**src/rtl/dom_pkg.sv**
```systemverilog
// Shared constants, FSM encoding and helpers for the DOM Z-mask generator.
// The LFSR polynomial is x^64+x^63+x^61+x^60+1.
package dom_pkg;

  localparam int LFSR_W = 64;

  // Feedback taps: bits 63, 62, 60, 59.
  localparam logic [LFSR_W-1:0] TAPS = 64'hD800_0000_0000_0000;

  typedef enum logic [1:0] {
    ST_SEED,
    ST_WARM,
    ST_RUN
  } fsm_t;

  function automatic int zw(input int shares, input int nmul);
    return nmul * shares * (shares - 1);
  endfunction

endpackage

```
**src/rtl/dom_lfsr_adv.sv**
```systemverilog
// Combinational advance of the 64-bit Fibonacci LFSR by STEPS single steps.
// The newest feedback bit enters at bit 0.
module dom_lfsr_adv
  import dom_pkg::*;
#(
  parameter int STEPS = 1
) (
  input  logic [LFSR_W-1:0] StatexD,
  output logic [LFSR_W-1:0] NextxD
);

  always_comb begin
    NextxD = StatexD;
    for (int i = 0; i < STEPS; i++) begin
      NextxD = {NextxD[LFSR_W-2:0], ^(NextxD & TAPS)};
    end
  end

endmodule

```
**src/rtl/dom_zmask_gen.sv**
```systemverilog
// Fresh remask (Z) source for the shared GF(2^2) multipliers of the DOM S-box.
// Seeded LFSR with warm-up; Z is flagged valid only after a full seed and warm-up.
module dom_zmask_gen
  import dom_pkg::*;
#(
  parameter  int SHARES = 2,
  parameter  int NMUL   = 3,
  parameter  int SEED_W = 16,
  parameter  int WARM   = 8,
  localparam int ZW     = zw(SHARES, NMUL)
) (
  input  logic              ClkxCI,
  input  logic              RstxBI,
  input  logic [SEED_W-1:0] SeedxDI,
  input  logic              SeedValidxSI,
  output logic              SeedReadyxSO,
  input  logic              ReseedxSI,
  input  logic              EnxSI,
  output logic [ZW-1:0]     ZxDO,
  output logic              ZValidxSO
);

  localparam int NWORDS = LFSR_W / SEED_W;
  localparam int WCW    = $clog2(NWORDS) + 1;
  localparam int MCW    = $clog2(WARM) + 1;

  if (LFSR_W % SEED_W != 0) begin : gBadSeedW
    $error("SEED_W must divide 64");
  end
  if (ZW > LFSR_W || ZW < 1) begin : gBadZw
    $error("ZW must be within 1..64");
  end
  if (WARM < 1) begin : gBadWarm
    $error("WARM must be at least 1");
  end

  fsm_t              StatexDP;
  logic [WCW-1:0]    WordCntxDP;
  logic [MCW-1:0]    WarmCntxDP;
  logic [LFSR_W-1:0] LfsrxDP;
  logic [LFSR_W-1:0] LfsrAdvxD;
  logic [LFSR_W-1:0] LfsrLoadxD;
  logic [ZW-1:0]     ZxDP;
  logic              ZValidxSP;

  dom_lfsr_adv #(
    .STEPS(ZW)
  ) i_adv (
    .StatexD(LfsrxDP),
    .NextxD (LfsrAdvxD)
  );

  // New word enters at the bottom, oldest bits fall off the top.
  assign LfsrLoadxD = LFSR_W'({LfsrxDP, SeedxDI});

  always_ff @(posedge ClkxCI or negedge RstxBI) begin
    if (!RstxBI) begin
      StatexDP   <= ST_SEED;
      WordCntxDP <= '0;
      WarmCntxDP <= '0;
      LfsrxDP    <= '0;
      ZxDP       <= '0;
      ZValidxSP  <= 1'b0;
    end else if (ReseedxSI) begin
      StatexDP   <= ST_SEED;
      WordCntxDP <= '0;
      WarmCntxDP <= '0;
      ZxDP       <= '0;
      ZValidxSP  <= 1'b0;
    end else begin
      unique case (StatexDP)
        ST_SEED: begin
          if (SeedValidxSI) begin
            if (WordCntxDP == WCW'(NWORDS - 1)) begin
              // An all-zero state would lock the LFSR forever.
              LfsrxDP    <= (LfsrLoadxD == '0) ? LFSR_W'(1) : LfsrLoadxD;
              WordCntxDP <= '0;
              WarmCntxDP <= '0;
              StatexDP   <= ST_WARM;
            end else begin
              LfsrxDP    <= LfsrLoadxD;
              WordCntxDP <= WordCntxDP + 1'b1;
            end
          end
        end
        ST_WARM: begin
          LfsrxDP <= LfsrAdvxD;
          if (WarmCntxDP == MCW'(WARM - 1)) begin
            StatexDP  <= ST_RUN;
            ZxDP      <= LfsrAdvxD[ZW-1:0];
            ZValidxSP <= 1'b1;
          end else begin
            WarmCntxDP <= WarmCntxDP + 1'b1;
          end
        end
        ST_RUN: begin
          if (EnxSI) begin
            LfsrxDP <= LfsrAdvxD;
            ZxDP    <= LfsrAdvxD[ZW-1:0];
          end
        end
        default: StatexDP <= ST_SEED;
      endcase
    end
  end

  assign SeedReadyxSO = (StatexDP == ST_SEED);
  assign ZxDO         = ZxDP;
  assign ZValidxSO    = ZValidxSP;

endmodule

```
**config.mk**
```make
export PLATFORM = sky130hd
export DESIGN_NAME = dom_zmask_gen
export DESIGN_NICKNAME = d
export VERILOG_FILES = /design/src/rtl/dom_pkg.sv /design/src/rtl/dom_lfsr_adv.sv /design/src/rtl/dom_zmask_gen.sv
export SDC_FILE = /design/constraint.sdc
export NUM_CORES = 1
export LEC_CHECK = 0
export BUFFER_PORTS_ARGS = -buffer_cell sky130_fd_sc_hd__buf_2
export CORE_MARGIN = 4
export CORE_UTILIZATION = 54
export CTS_CLUSTER_SIZE = 8
export DETAILED_ROUTE_END_ITERATION = 7
export HOLD_SLACK_MARGIN = 0.1
export PLACE_DENSITY = 0.8
export SETUP_SLACK_MARGIN = 0.4
export SYNTH_ARGS = -nofsm -noshare
export SYNTH_HDL_FRONTEND = slang
export SYNTH_SLANG_ARGS = --single-unit
```
**constraint.sdc**
```tcl
create_clock -name ClkxCI -period 2.09 [get_ports ClkxCI]
set_clock_uncertainty 0.1 [all_clocks]
set_input_delay 0.418 -clock ClkxCI [delete_from_list [all_inputs] [get_ports ClkxCI]]
set_output_delay 0.418 -clock ClkxCI [all_outputs]
set_load 0.005 [all_outputs]
```
==> metrics.cfg <==
[finish]
finalInstanceArea_mm2 = 0.00571
area_growth_pct = 43.5
drive_gt1_frac = 0.427
nets = 501
diodes = 0
finish.utilization = 0.791

[critical_path]
reg2reg_depth = 7
timing.critical_path.buf_inv = 3
worst_setup_path_start_kind = register
cp_top_family = simple AND/OR/NAND/NOR gates
rrSetupSlack_ns = -0.05
slowest_stage = or4_4
end_kind = register
r2r-start = StatexDP[1]
crit_fanout = 8
rr_endpoint = LfsrxDP[24]
path_cells = inv_2 > ha_4 > nor2b_4 > or4_4 > buf_12 > clkbuf_16 > o21ai_0
required_ns = 2.27
cp.depth = 7
crit_type = reg2reg
cp.arrival_ns = 2.31
crit_end = LfsrxDP[24]
startpoint = StatexDP[1]
crit_path_max_incr_delay_ns = 0.55

[sta]
setup_slack_ns = -0.0467
hold_viol_final = 0
fin_crit_ns = 2.14
rsz0062_at_grt = true
worst_pin_slew_ns = 0.477
setup_viol = 2
final_max_slew_viol_count = 0
setup_tns_ns = -0.0560
slew_headroom = 0.680
finalCritPeriodShare = 1.02
timing.fmax_mhz = 468

[pwr]
powerDensity_mw_per_mm2 = 1280
p_leak_nw = 2.42
peakVddDrop_mv = 0.792
finalPower_mw = 7.31

[clock_tree]
htree_levels = 3
insertion_delay_ns = 0.38
clkTransAtPathRegs_ns = 0.08
cts_buffers = 9
clock_sinks = 80
cts_root_buf = clkbuf_8
clock_path_buffers = 2
cts_tree = yes

[synthesis]
yosys.area.top_type = dfrtp_1
async_flop_share = 1.00
syn-num-nets = 433
synth_edf_count = 0
ys_ff_latch = 80
yosysMostFrequentCell = dfrtp_1
yosys_most_used_dff = dfrtp_1
synth.avg_cell_area_um2 = 9.80
synth.area.top_cells = dfrtp_1, mux2i_1, o21ai_0
yosysSeqAreaShare = 0.503
yosysUniqueCellTypes = 33
synthCells = 406
synth.top_cells.by_count = dfrtp_1, nand2_1, o21ai_0
yosysWarnings = 0
netlist_area_mm2 = 0.00398
synth_top_area_frac = 0.503

[placement]
dp_worst_setup_slack_ns = 0.110
place_congestion = 0.896
io_buffers = 28
place_area_mm2 = 0.00433
dp_hpwl_um = 6400

[grt]
grt_pass1_wl_um = 17600
antenna_found_initial = 0
track_usage = 0.263
grt_max_degree = 39
grt_pass1_vias = 3340
grt-ovfl-total = 0

[drt]
drtAntennaViolNets = 0
wl_per_cell_um = 23.9
viasPerCell = 6.54
wirelength_um = 13800
drtPass1Iterations = 5
vias = 3774
drt_iter0_drc = 472
post-route-drc-count = 0

[die]
core_mm2 = 0.00721
num_rows = 31
start_util = 0.552
fp.dieW_um = 93.8
die_h_um = 93.8
dieArea_mm2 = 0.00881
io_pins = 29

[min_path]
min_path_type = in2reg

[run_status]
violations = negative setup slack
status = finished, violations left

[job]
max_cap_viol_count = 0

## kinds of logic (layout without fill, tap and decap cells)
logic type | Yosys count | count (layout) | share of synthesized area
flip-flops | 80 | 80 | 0.503
buffers and inverters | 28 | 99 | 0.0299
adder cells (fa/ha/maj) | 6 | 6 | 0.0189
XOR/XNOR | 13 | 13 | 0.0286
AND/OR/NAND/NOR | 130 | 131 | 0.148
AO/OA/AOI/OAI | 91 | 91 | 0.125
multiplexers | 58 | 58 | 0.146
## report_power, final
| part | internal, mW | leakage, nW | switching (mW) | total [mW] |
|---|---|---|---|---|
| clock network | 0.640 | 0.108 | 0.591 | 1.23 |
| logic | 1.46 | 1.27 | 1.65 | 3.11 |
| registers | 2.10 | 1.04 | 0.875 | 2.97 |
| total | 4.19 | 2.42 | 3.12 | 7.31 |
## worst min-delay path, cell delays in order
cell and delay (ns):
buf_2 0.09, mux2i_1 0.06, o21ai_1 0.11
## registers in the layout, indices dropped and copies added (netlist names)
register / flops
LfsrxDP: 64
ZxDO: 6
WarmCntxDP: 4
StatexDP: 2
WordCntxDP: 3
ZValidxSO: 1
## cell usage in the layout (no fill, tap or decap), types with 3 or more instances in the layout
| master | count |
|---|---|
| ha_1 | 3 |
| a21oi_1 | 3 |
| buf_12 | 8 |
| buf_6 | 13 |
| mux2i_1 | 58 |
| xnor2_1 | 13 |
| clkbuf_8 | 12 |
| buf_16 | 7 |
| dfrtp_1 | 80 |
| nand4_1 | 3 |
| nor4_1 | 16 |
| o21ai_0 | 8 |
| clkbuf_16 | 6 |
| buf_4 | 19 |
| o21ai_1 | 28 |
| nand2_1 | 23 |
| ha_4 | 3 |
| a211oi_1 | 6 |
| nand3_1 | 3 |
| nand2_2 | 23 |
| nor3_4 | 3 |
| nor2_1 | 13 |
| nand2_4 | 27 |
| buf_2 | 26 |
| o21ai_2 | 34 |
## layout make-up
| cell class | count | area, µm² |
|---|---|---|
| Inverter | 4 | 15.0 |
| Sequential cell | 80 | 2000 |
| Tap cell | 99 | 124 |
| Multi-Input combinational cell | 299 | 2430 |
| Clock inverter | 3 | 40.0 |
| Fill cell | 402 | 1510 |
| Clock buffer | 12 | 165 |
| Timing Repair Buffer | 80 | 932 |
## metrics by stage
step	std cells	hold slack, ns
after detailed placement	521	0.224
after global placement	521	0.219
after CTS	554	0.247
after floorplan	406	0.0224
after global routing	577	0.252
final	577	0.241
## metal layers
metal  global-route usage  wire [µm]  up-vias
met5                    0          0        -
met4                0.122        648        0
met3               0.0521       1050       66
met2                0.436       6960      245
met1                0.332       5130     1864
li1                     -          -     1599
## worst min path at each step
stage | from | end | cells after the start
final | SeedxDI[8] | LfsrxDP[8] | 3
after global routing | SeedxDI[8] | LfsrxDP[8] | 3
after CTS | SeedxDI[9] | LfsrxDP[9] | 3
after detailed placement | RstxBI | WarmCntxDP[0] | 1
after global placement | RstxBI | WarmCntxDP[2] | 1
after floorplan | RstxBI | LfsrxDP[0] | 0
## what timing repair did
action	in CTS	in global routing
pin swaps	6	48
resized for setup	61	154
endpoints found under the hold margin	19	0
setup buffers	9	14
cloned	8	9
setup endpoints to repair	75	78
hold buffers	1	0
(Power assumes the default switching activity.)
